File: src/rtl/mem_port_arbiter_if.sv
`timescale 1ns/1ps
// mem_port_arbiter_if: fetch-port, data-port and memory-side signals of mem_port_arbiter.
// slave is the arbiter's view; master is the view of the pipeline/memory driving it.
interface mem_port_arbiter_if #(
   parameter int ADDR_W = 32,
   parameter int DATA_W = 32
);
   logic              if_req, if_valid, dm_req, dm_we, dm_valid;
   logic              mem_en, mem_we, mem_ready, stall, err;
   logic [ADDR_W-1:0] if_addr, dm_addr, mem_addr;
   logic [DATA_W-1:0] if_rdata, dm_wdata, dm_rdata, mem_wdata, mem_rdata;
   modport slave (
      input  if_req, if_addr, dm_req, dm_we, dm_addr, dm_wdata, mem_rdata, mem_ready,
      output if_rdata, if_valid, dm_rdata, dm_valid, mem_en, mem_we, mem_addr, mem_wdata, stall, err
   );
   modport master (
      output if_req, if_addr, dm_req, dm_we, dm_addr, dm_wdata, mem_rdata, mem_ready,
      input  if_rdata, if_valid, dm_rdata, dm_valid, mem_en, mem_we, mem_addr, mem_wdata, stall, err
   );
endinterface

File: src/rtl/mem_port_arbiter.sv
`timescale 1ns/1ps
// mem_port_arbiter: shares one memory port between instruction fetch and data access,
// alternating on contention. Define ARB_TIMEOUT_EN to add the mem_ready watchdog and sticky err.
module mem_port_arbiter #(
   parameter int ADDR_W  = 32,
   parameter int DATA_W  = 32,
   parameter int TIMEOUT = 15
) (
   input logic               clk,
   input logic               rst,
   mem_port_arbiter_if.slave bus
);
   localparam logic [1:0] IDLE = 2'd0, BUSY_I = 2'd1, BUSY_D = 2'd2;
   logic [1:0]        state;
   logic              last_d, we_q, busy, grant_d, grant_i, done, expired;
   logic [ADDR_W-1:0] addr_q;
   logic [DATA_W-1:0] wdata_q;
   assign busy    = state != IDLE;
   // data wins contention unless it won the previous grant
   assign grant_d = bus.dm_req & (~bus.if_req | ~last_d);
   assign grant_i = bus.if_req & ~grant_d;
`ifdef ARB_TIMEOUT_EN
   logic [7:0] cnt;
   assign expired = busy & ~bus.mem_ready & (cnt == 8'(TIMEOUT - 1));
   always_ff @(posedge clk or posedge rst)
      if (rst) begin
         cnt     <= '0;
         bus.err <= 1'b0;
      end else begin
         cnt <= (busy & ~bus.mem_ready & ~expired) ? cnt + 8'd1 : 8'd0;
         if (expired) bus.err <= 1'b1;
      end
`else
   logic unused_timeout;
   assign unused_timeout = ^8'(TIMEOUT);
   assign expired = 1'b0;
   assign bus.err = 1'b0;
`endif
   assign done = busy & (bus.mem_ready | expired);
   always_ff @(posedge clk or posedge rst)
      if (rst) begin
         state        <= IDLE;
         last_d       <= 1'b0;
         we_q         <= 1'b0;
         addr_q       <= '0;
         wdata_q      <= '0;
         bus.if_rdata <= '0;
         bus.if_valid <= 1'b0;
         bus.dm_rdata <= '0;
         bus.dm_valid <= 1'b0;
      end else begin
         bus.if_valid <= (state == BUSY_I) && done;
         bus.dm_valid <= (state == BUSY_D) && done;
         if (state == BUSY_I && bus.mem_ready) bus.if_rdata <= bus.mem_rdata;
         if (state == BUSY_D && bus.mem_ready && !we_q) bus.dm_rdata <= bus.mem_rdata;
         if (done) state <= IDLE;
         else if (state == IDLE && (grant_d || grant_i)) begin
            state   <= grant_d ? BUSY_D : BUSY_I;
            last_d  <= grant_d;
            addr_q  <= grant_d ? bus.dm_addr : bus.if_addr;
            we_q    <= bus.dm_we;
            wdata_q <= bus.dm_wdata;
         end
      end
   assign bus.mem_en    = busy;
   assign bus.mem_we    = (state == BUSY_D) & we_q;
   assign bus.mem_addr  = busy ? addr_q : '0;
   assign bus.mem_wdata = busy ? wdata_q : '0;
   assign bus.stall     = (bus.if_req & ~bus.if_valid) | (bus.dm_req & ~bus.dm_valid);
endmodule

File: src/flat_wrapper.sv
// flat-port wrapper written by rule: the top's interface ports become plain ports
module mem_port_arbiter_flat 
#(
   parameter int ADDR_W  = 32,
   parameter int DATA_W  = 32,
   parameter int TIMEOUT = 15
)
  (clk, rst, bus_if_req, bus_if_addr, bus_dm_req, bus_dm_we, bus_dm_addr, bus_dm_wdata, bus_mem_rdata, bus_mem_ready, bus_if_rdata, bus_if_valid, bus_dm_rdata, bus_dm_valid, bus_mem_en, bus_mem_we, bus_mem_addr, bus_mem_wdata, bus_stall, bus_err);
  mem_port_arbiter_if #(.ADDR_W(ADDR_W), .DATA_W(DATA_W)) bus_i ();
  input logic clk;
  input logic rst;
  input wire logic [$bits(bus_i.if_req)-1:0] bus_if_req;
  input wire logic [$bits(bus_i.if_addr)-1:0] bus_if_addr;
  input wire logic [$bits(bus_i.dm_req)-1:0] bus_dm_req;
  input wire logic [$bits(bus_i.dm_we)-1:0] bus_dm_we;
  input wire logic [$bits(bus_i.dm_addr)-1:0] bus_dm_addr;
  input wire logic [$bits(bus_i.dm_wdata)-1:0] bus_dm_wdata;
  input wire logic [$bits(bus_i.mem_rdata)-1:0] bus_mem_rdata;
  input wire logic [$bits(bus_i.mem_ready)-1:0] bus_mem_ready;
  output wire logic [$bits(bus_i.if_rdata)-1:0] bus_if_rdata;
  output wire logic [$bits(bus_i.if_valid)-1:0] bus_if_valid;
  output wire logic [$bits(bus_i.dm_rdata)-1:0] bus_dm_rdata;
  output wire logic [$bits(bus_i.dm_valid)-1:0] bus_dm_valid;
  output wire logic [$bits(bus_i.mem_en)-1:0] bus_mem_en;
  output wire logic [$bits(bus_i.mem_we)-1:0] bus_mem_we;
  output wire logic [$bits(bus_i.mem_addr)-1:0] bus_mem_addr;
  output wire logic [$bits(bus_i.mem_wdata)-1:0] bus_mem_wdata;
  output wire logic [$bits(bus_i.stall)-1:0] bus_stall;
  output wire logic [$bits(bus_i.err)-1:0] bus_err;
  assign bus_i.if_req = bus_if_req;
  assign bus_i.if_addr = bus_if_addr;
  assign bus_i.dm_req = bus_dm_req;
  assign bus_i.dm_we = bus_dm_we;
  assign bus_i.dm_addr = bus_dm_addr;
  assign bus_i.dm_wdata = bus_dm_wdata;
  assign bus_i.mem_rdata = bus_mem_rdata;
  assign bus_i.mem_ready = bus_mem_ready;
  assign bus_if_rdata = bus_i.if_rdata;
  assign bus_if_valid = bus_i.if_valid;
  assign bus_dm_rdata = bus_i.dm_rdata;
  assign bus_dm_valid = bus_i.dm_valid;
  assign bus_mem_en = bus_i.mem_en;
  assign bus_mem_we = bus_i.mem_we;
  assign bus_mem_addr = bus_i.mem_addr;
  assign bus_mem_wdata = bus_i.mem_wdata;
  assign bus_stall = bus_i.stall;
  assign bus_err = bus_i.err;
  mem_port_arbiter #(.ADDR_W(ADDR_W), .DATA_W(DATA_W), .TIMEOUT(TIMEOUT)) u_core (.clk(clk), .rst(rst), .bus(bus_i));
endmodule
File: config.mk
export PLATFORM = sky130hd
export DESIGN_NAME = mem_port_arbiter_flat
export DESIGN_NICKNAME = d
export VERILOG_FILES = /design/src/rtl/mem_port_arbiter_if.sv /design/src/rtl/mem_port_arbiter.sv /design/src/flat_wrapper.sv
export SDC_FILE = /design/constraint.sdc
export NUM_CORES = 1
export LEC_CHECK = 0
export CELL_PAD_IN_SITES_DETAIL_PLACEMENT = 1
export CELL_PAD_IN_SITES_GLOBAL_PLACEMENT = 1
export CORE_ASPECT_RATIO = 2
export CORE_MARGIN = 10
export CORE_UTILIZATION = 29
export DETAILED_ROUTE_END_ITERATION = 12
export PLACE_DENSITY = 0.88
export SYNTH_ARGS = -nofsm -noshare
export SYNTH_HDL_FRONTEND = slang
export SYNTH_SLANG_ARGS = --single-unit
File: constraint.sdc
create_clock -name clk -period 4.7 [get_ports clk]
set_clock_uncertainty 0.05 [all_clocks]
set_input_delay 0.94 -clock clk [delete_from_list [all_inputs] [get_ports clk]]
set_output_delay 0.94 -clock clk [all_outputs]
set_load 0.02 [all_outputs]
Word level (Yosys, flattened, before mapping)
Index checks and enable logic that the tools add are counted.
- bitwise gates (word level): 14
- mux-type cells: 6
- equal/unequal tests: 2
- reduce and logical (&&, ||, !) cells: 12
- operator list (operator ; count):
    $mux W32 ; 3
    $and A1 B1 Y1 ; 6
    $logic_and A1 B1 Y1 ; 6
    $mux W2 ; 3
    $not A1 Y1 ; 6
    $reduce_bool A2 Y1 ; 2
    $eq A2 B1 Y1 const B ; 1
    $eq A2 B2 Y1 const B ; 1
    $logic_not A2 Y1 ; 1
    $or A1 B1 Y1 ; 2
    $reduce_and A2 Y1 ; 1
    $logic_not A1 Y1 ; 1
    $logic_or A1 B1 Y1 ; 1
- flip-flop bits (word level): 134
- input bits: 134

Depth between registers and ports, before layout
Gate-level depths: netlist (run 1).
- depth after elaboration: 9
- gate-level depth with buffers: 6
- depth with buffers taken out: 4

Worst setup path before layout (run 1)
Ideal clock, no wire load.
- path kind: input to output
- start: in bus_if_req
- end: out bus_stall
- required time: 3.710 ns
- arrival: 1.356 ns
- path buffers: 0
- slack: 2.354 ns
- stages on the path: 2
- cell sequence: inv_1 o22ai_1
- longest elaborated chain between the ends: 2
- RTL lines (element ; RTL line ; text):
    start, declared ; flat_wrapper.sv:12 ; input wire logic [$bits(bus_i.if_req)-1:0] bus_if_req;
    $and A1 B1 Y1 ; mem_port_arbiter.sv:69 ; assign bus.stall = (bus.if_req & ~bus.if_valid) | (bus.dm_req & ~bus.dm_valid);
    $or A1 B1 Y1 ; mem_port_arbiter.sv:69 ;
    end, declared ; flat_wrapper.sv:28 ; output wire logic [$bits(bus_i.stall)-1:0] bus_stall;
Every way passes these cells.

Worst setup path in the final report (run 1)
- start: reg u_core.state[0]
- end: out bus_mem_addr[24]
- longest elaborated chain between the ends: 2
- RTL lines (element ; RTL line ; text):
    start, declared ; mem_port_arbiter.sv:14 ; logic [1:0] state;
    start signal, assigned ; mem_port_arbiter.sv:58 ; state <= grant_d ? BUSY_D : BUSY_I;
    $reduce_bool A2 Y1 ; mem_port_arbiter.sv:18 ; assign busy = state != IDLE;
    $mux W32 ; mem_port_arbiter.sv:67 ; assign bus.mem_addr = busy ? addr_q : '0;
    end, declared ; flat_wrapper.sv:26 ; output wire logic [$bits(bus_i.mem_addr)-1:0] bus_mem_addr;
Every way passes these cells.

==> results of run 1 <==
power groups by stage:
stage / sequential, mW / clock, mW / combinational (mW)
after floorplan: 2.35 / 0 / 1.85
after global placement: 2.03 / 0 / 3.94
after detailed placement: 2.07 / 0 / 4.01
after CTS: 2.07 / 1.34 / 4.03
after global routing: 2.15 / 1.39 / 4.21
final: 2.07 / 1.29 / 3.96
path summary, 6_finish.rpt:
| path | start | endpoint | cells after the start |
|---|---|---|---|
| max | u_core.state[0] | bus_mem_addr[24] | 4 |
| min | u_core.wdata_q[4] | u_core.wdata_q[4] | 1 |
| max reg2reg | u_core.state[0] | u_core.wdata_q[6] | 5 |
| min reg2reg | u_core.wdata_q[4] | u_core.wdata_q[4] | 1 |
| max in group asynchronous | rst | u_core.addr_q[30] | 3 |
| min in group asynchronous | rst | u_core.wdata_q[25] | 2 |
layout make-up:
type / instances / area [µm²] / area share [%]
clock inverter: 13 / 123 / 1.31
antenna: 3 / 7.51 / 0.0802
clock buffer: 19 / 453 / 4.84
inverter: 6 / 27.5 / 0.294
multi-input combinational: 305 / 2340 / 25.1
sequential: 134 / 3350 / 35.8
timing repair buffer: 272 / 2720 / 29.1
tap: 262 / 328 / 3.50
placed cells by master (no fill, tap or decap), types with 2 or more instances in the layout:
| cell | synthesis | routed |
|---|---|---|
| inv_1 | 5 | 4 |
| clkbuf_16 | 0 | 17 |
| mux2_2 | 62 | 62 |
| and2_1 | 64 | 64 |
| clkbuf_8 | 0 | 2 |
| clkinv_4 | 0 | 3 |
| clkdlybuf4s50_1 | 0 | 266 |
| buf_4 | 2 | 5 |
| clkinvlp_4 | 0 | 4 |
| inv_6 | 0 | 4 |
| a21oi_1 | 32 | 32 |
| o22ai_1 | 2 | 2 |
| mux2_1 | 5 | 5 |
| mux2_4 | 30 | 30 |
| diode_2 | 0 | 3 |
| nand2_1 | 65 | 65 |
| clkinv_2 | 0 | 2 |
| a31oi_1 | 32 | 32 |
| dfrtp_1 | 134 | 134 |
layer usage:
layer | track usage, % | vias up | routed length, µm
li1 | - | 2146 | -
met1 | 15.8 | 2371 | 7660
met2 | 30.2 | 157 | 12400
met3 | 4.46 | 31 | 1290
met4 | 7.72 | 2 | 703
met5 | 0 | - | 9
critical path, stage by stage, from the launching register on:
cell and delay [ps]:
dfrtp_1 450, nor2_4 60, inv_2 710, and2_1 230, clkdlybuf4s50_1 660
per-stage QoR:
| step | instances | instance area, µm² |
|---|---|---|
| after CTS | 1011 | 9350 |
| final | 1014 | 9360 |
| after global placement | 979 | 8770 |
| after global routing | 1014 | 9360 |
| after floorplan | 481 | 5900 |
| after detailed placement | 979 | 8770 |
registers in the layout, summed over array words and instances (netlist names):
name and cells:
u_core.last_d 1, u_core.bus.dm_valid 1, u_core.addr_q 32, u_core.bus.if_rdata 32, u_core.wdata_q 32, u_core.bus.if_valid 1
u_core.state 2, u_core.we_q 1, u_core.bus.dm_rdata 32
kinds of logic (layout without fill, tap and decap cells):
group | count (synthesis) | in the layout
and+or+nand+nor | 136 | 136
AOI/OAI and AO/OA | 71 | 71
DFF | 134 | 134
other | 1 | 4
muxes | 97 | 97
buffers and inverters | 42 | 310
==> impl_metrics.csv, run 1 <==
group,metric,value,unit
power,p_comb_share,54.1,%
timing,fmax,282,MHz
clocking,clk_pin_slew_worst_paths,60,ps
route,drt_iter0_drc,199,
setup_path,critical_path_class,"reg2out",
placement,port_buffers,266,
global_route,grt_overflow,0,
setup_path,cp_max_fo,67,
route,dr.pass1.iters,4,
yosys,yosys-top-cells-count,"dfrtp_1, nand2_1, and2_1",
yosys,synth_top_area_share,56.8,%
worst_hold_path,hold_path.class,"reg2reg",
clocking,cts_tree,"built",
global_route,antenna_found_initial,4,
die,initial_core_util,29.5,%
yosys,synth_edf_count,0,
timing,setup_viol,0,
yosys,synth_area_leaders,"dfrtp_1, mux2_2, mux2_4",
yosys,synth_cell_type_count,29,
yosys,synth_xor_area_share,0,%
clocking,cts_sinks,134,
timing,setup_tns,0,ps
timing,hold_ws,432,ps
power,p_sw,2.84,mW
setup_path,start_kind,"flip-flop",
placement,gp_congestion,0.790,
die,die_w,121,µm
power,pwr-share-seq,28.3,%
yosys,yosys.area_share.adder,0,%
route,drtAntennaViolNets,0,
die,io_pins,268,
power,pwr-share-clk,17.6,%
setup_path,ff2ff_setup_slack,2210,ps
yosys,synth-seq-cells,134,
power,power_density,783,nW/µm²
clocking,clk-insertion-delay-late,410,ps
layout,utilization,46.8,%
yosys,syn-instance-count,481,
route,drcViolationCount,0,
yosys,synthSimpleGateAreaFrac,11.9,%
yosys,yosysMostFrequentCell,"dfrtp_1",
die,coreArea,20000,µm²
yosys,synth_compound_area_share,7.10,%
run_status,status,"finished, final reports clean",
setup_path,end_kind,"output pin",
power,p_leak,3.86,nW
global_route,first_global_vias,5320,
clocking,holdBufCountCts,0,
clocking,htreeDepth,4,
placement,hpwl,16.4,mm
yosys,ys_async_sr_fraction,100,%
timing,worstMarginPinSlew,999,ps
timing,grt_setup_unrepaired,"false",
placement,place_ws,1290,ps
global_route,grt_pass1_wl,33.2,mm
route,via_per_inst,4.64,
die,rows,73,
yosys,syn_avg_cell_area,12.3,µm²
layout,syn_to_final_growth,58.5,%
timing,slew_violations,0,
layout,fillers,2115,
yosys,synth_top_family_by_area,"multiplexers",
timing,fin_crit_sh,75.5,%
global_route,grtUsageTotal,16.3,%
setup_path,crit_arrival,2560,ps
die,die_y,222,µm
clocking,cts.path.max_buffers,2,
timing,hold_violations,0,
power,ir_drop,0.334,mV
run,maxCapViolCount,0,
clocking,cts_setup_buffers,0,
yosys,synth_top_area_cell,"dfrtp_1",
power,cellInternalPower,4.48,mW
layout,num-nets-final,870,
power,finalPower,7.33,mW
power,switching_share,38.8,%
die,die-area,26800,µm²
timing,fin_crit,3550,ps
yosys,synth_fp_nets,615,
yosys,yosys-mux-area-fraction,20.4,%
clocking,cts_buffers,17,
layout,drive_gt1_share,18.6,%
route,drt_wl_total,22.0,mm
clocking,cts-root-buf,"clkbuf_16",
timing,slew-limit-headroom,33.3,%
global_route,grt_max_degree,84,
yosys,synthFlopType,"dfrtp_1",
setup_path,required,3710,ps
yosys,ys_seq_area_share,56.8,%
clocking,cts.repair.resized,0,
route,vias,4707,
route,routedWlPerCell,21.7,µm
yosys,syn_area,5900,µm²
timing,worst_slack,1150,ps
yosys,yosysWarningCount,0,
(Power assumes the default switching activity.)
==> run 2, diff against run 1 <==
- clock period: 4.7 -> 2.9 ns (I/O delays scaled with it)
==> impl_metrics.csv, run 2 (synthesis gave the netlist of run 1 again) <==
group,metric,value,unit
run_status,status,"finished, final reports clean",
clocking,cts_setup_buffers,0,
placement,hpwl,16.8,mm
setup_path,cp.depth,5,
timing,slew_violations,0,
clocking,clk-insertion-delay-late,430,ps
route,routedWlPerCell,21.9,µm
layout,instances_no_fill,1022,
setup_path,ff2ff_setup_slack,940,ps
setup_path,end_kind,"output pin",
route,dr.pass1.iters,4,
route,via_per_inst,4.68,
clocking,clk_pin_slew_worst_paths,60,ps
timing,slew-limit-headroom,54.9,%
layout,syn_to_final_growth,59.3,%
setup_path,rr_startpoint,"u_core.state[0]",
die,die-area,26800,µm²
setup_path,crit_family,"buffers and inverters",
clocking,cts_sinks,134,
placement,port_buffers,266,
die,die_y,222,µm
layout,drive_gt1_share,19.2,%
global_route,grt_overflow,0,
layout,mostFrequentLayoutCell,"clkdlybuf4s50_1",
power,p_leak,3.87,nW
layout,finish.instance_area,9410,µm²
clocking,cts.repair.resized,0,
clocking,cts.path.max_buffers,2,
die,rows,73,
die,die_w,121,µm
timing,setup_tns,0,ps
placement,dp.cells,985,
setup_path,rr_worst_depth,6,
placement,gp_congestion,0.803,
layout,num-nets-final,876,
clocking,cts-root-buf,"clkbuf_16",
setup_path,startpoint,"u_core.state[0]",
worst_hold_path,hold_path.class,"reg2reg",
setup_path,slowest_delay,640,ps
clocking,holdBufCountCts,0,
timing,hold_violations,0,
setup_path,start_kind,"flip-flop",
placement,dpl_cell_area,8840,µm²
route,vias,4782,
route,drtAntennaViolNets,0,
setup_path,cp_max_fo,33,
global_route,grt_max_degree,66,
clocking,cts_buffers,17,
die,io_pins,268,
global_route,grtUsageTotal,16.8,%
layout,mostFrequentLayoutCells,"clkdlybuf4s50_1, dfrtp_1, nand2_1",
timing,setup_viol,0,
setup_path,crit_buf_inv,3,
timing,fin_crit_sh,96.4,%
setup_path,required,2270,ps
setup_path,regToRegEndpoint,"u_core.wdata_q[14]",
route,drt_iter0_drc,215,
setup_path,cp_cell_sequence,"nor2_4, inv_2, buf_4, and2_1, clkdlybuf4s50_1",
timing,fmax,358,MHz
power,ir_drop,0.748,mV
clocking,cts_tree,"built",
die,coreArea,20000,µm²
setup_path,cp_slowest_cell,"clkdlybuf4s50_1",
global_route,grt_pass1_wl,33.7,mm
run,maxCapViolCount,0,
timing,grt_setup_unrepaired,"true",
setup_path,critical_path_class,"reg2out",
timing,worstMarginPinSlew,677,ps
timing,fin_crit,2800,ps
setup_path,crit_arrival,2170,ps
setup_path,worstSetupEndpoint,"bus_mem_wdata[1]",
global_route,first_global_vias,5436,
layout,fillers,2115,
global_route,antenna_found_initial,5,
die,initial_core_util,29.5,%
route,drt_wl_total,22.4,mm
route,drcViolationCount,0,
clocking,htreeDepth,4,
power,power_density,1260,nW/µm²
==> run 2: changes by cell type in the layout (fill, tap and decap cells not counted), moves of 2 or more <==
cell        change
buf_4           +4
inv_6           +4
clkinv_4        -3
buf_12          +2
clkinvlp_4      +2
diode_2         +2
==> run 2: report_power, final <==
group / leakage, nW / internal, mW / switching, mW
sequential: 1.57 / 2.83 / 0.530
clock: 0.258 / 1.13 / 0.909
combinational: 2.04 / 3.25 / 3.23
==> run 2: per-layer routing <==
metal / vias up / GRT usage, % / share of wire [%]
met5: - / 0 / 0
met4: 0 / 9.44 / 3.8
met3: 42 / 5.20 / 5.7
met2: 162 / 31.0 / 57
met1: 2418 / 15.4 / 33
li1: 2160 / - / -
==> run 2: how the worst min path moves through the flow <==
stage                            start                       to  slack (ps)  cells past startpoint
2_1_floorplan       u_core.wdata_q[20]       u_core.wdata_q[20]         400                      1
3_3_place_gp         u_core.wdata_q[7]        u_core.wdata_q[7]         410                      1
3_5_place_dp        u_core.wdata_q[22]       u_core.wdata_q[22]         420                      1
4_1_cts             u_core.wdata_q[22]       u_core.wdata_q[22]         440                      1
5_1_grt        u_core.bus.if_rdata[19]  u_core.bus.if_rdata[19]         460                      1
6_report            u_core.wdata_q[22]       u_core.wdata_q[22]         430                      1
==> run 2: final cells by class <==
type	instances	area, µm²	share of cell area [%]
sequential	134	3350	35.7
timing repair buffer	278	2790	29.7
multi-input combinational	305	2340	24.9
clock buffer	18	439	4.67
tap	262	328	3.49
clock inverter	14	113	1.20
inverter	6	26.3	0.279
antenna	5	12.5	0.133
==> run 2: metrics by stage <==
step           worst slack [ps]  utilization (%)  power [mW]  hold WS [ps]
5_1_grt                   -26.2             47.0        12.6           464
6_report                    103             47.0        11.9           429
3_3_place_gp                282             44.2        9.71           410
2_1_floorplan               605                -        6.80           399
4_1_cts                    52.6             47.0        12.1           439
3_5_place_dp                240             44.2        9.96           424
==> run 3, diff against run 2 <==
- CAP_MARGIN: unset -> 20
==> results of run 3 <==
The final DEF is identical to that of run 2; final timing and power are the same.
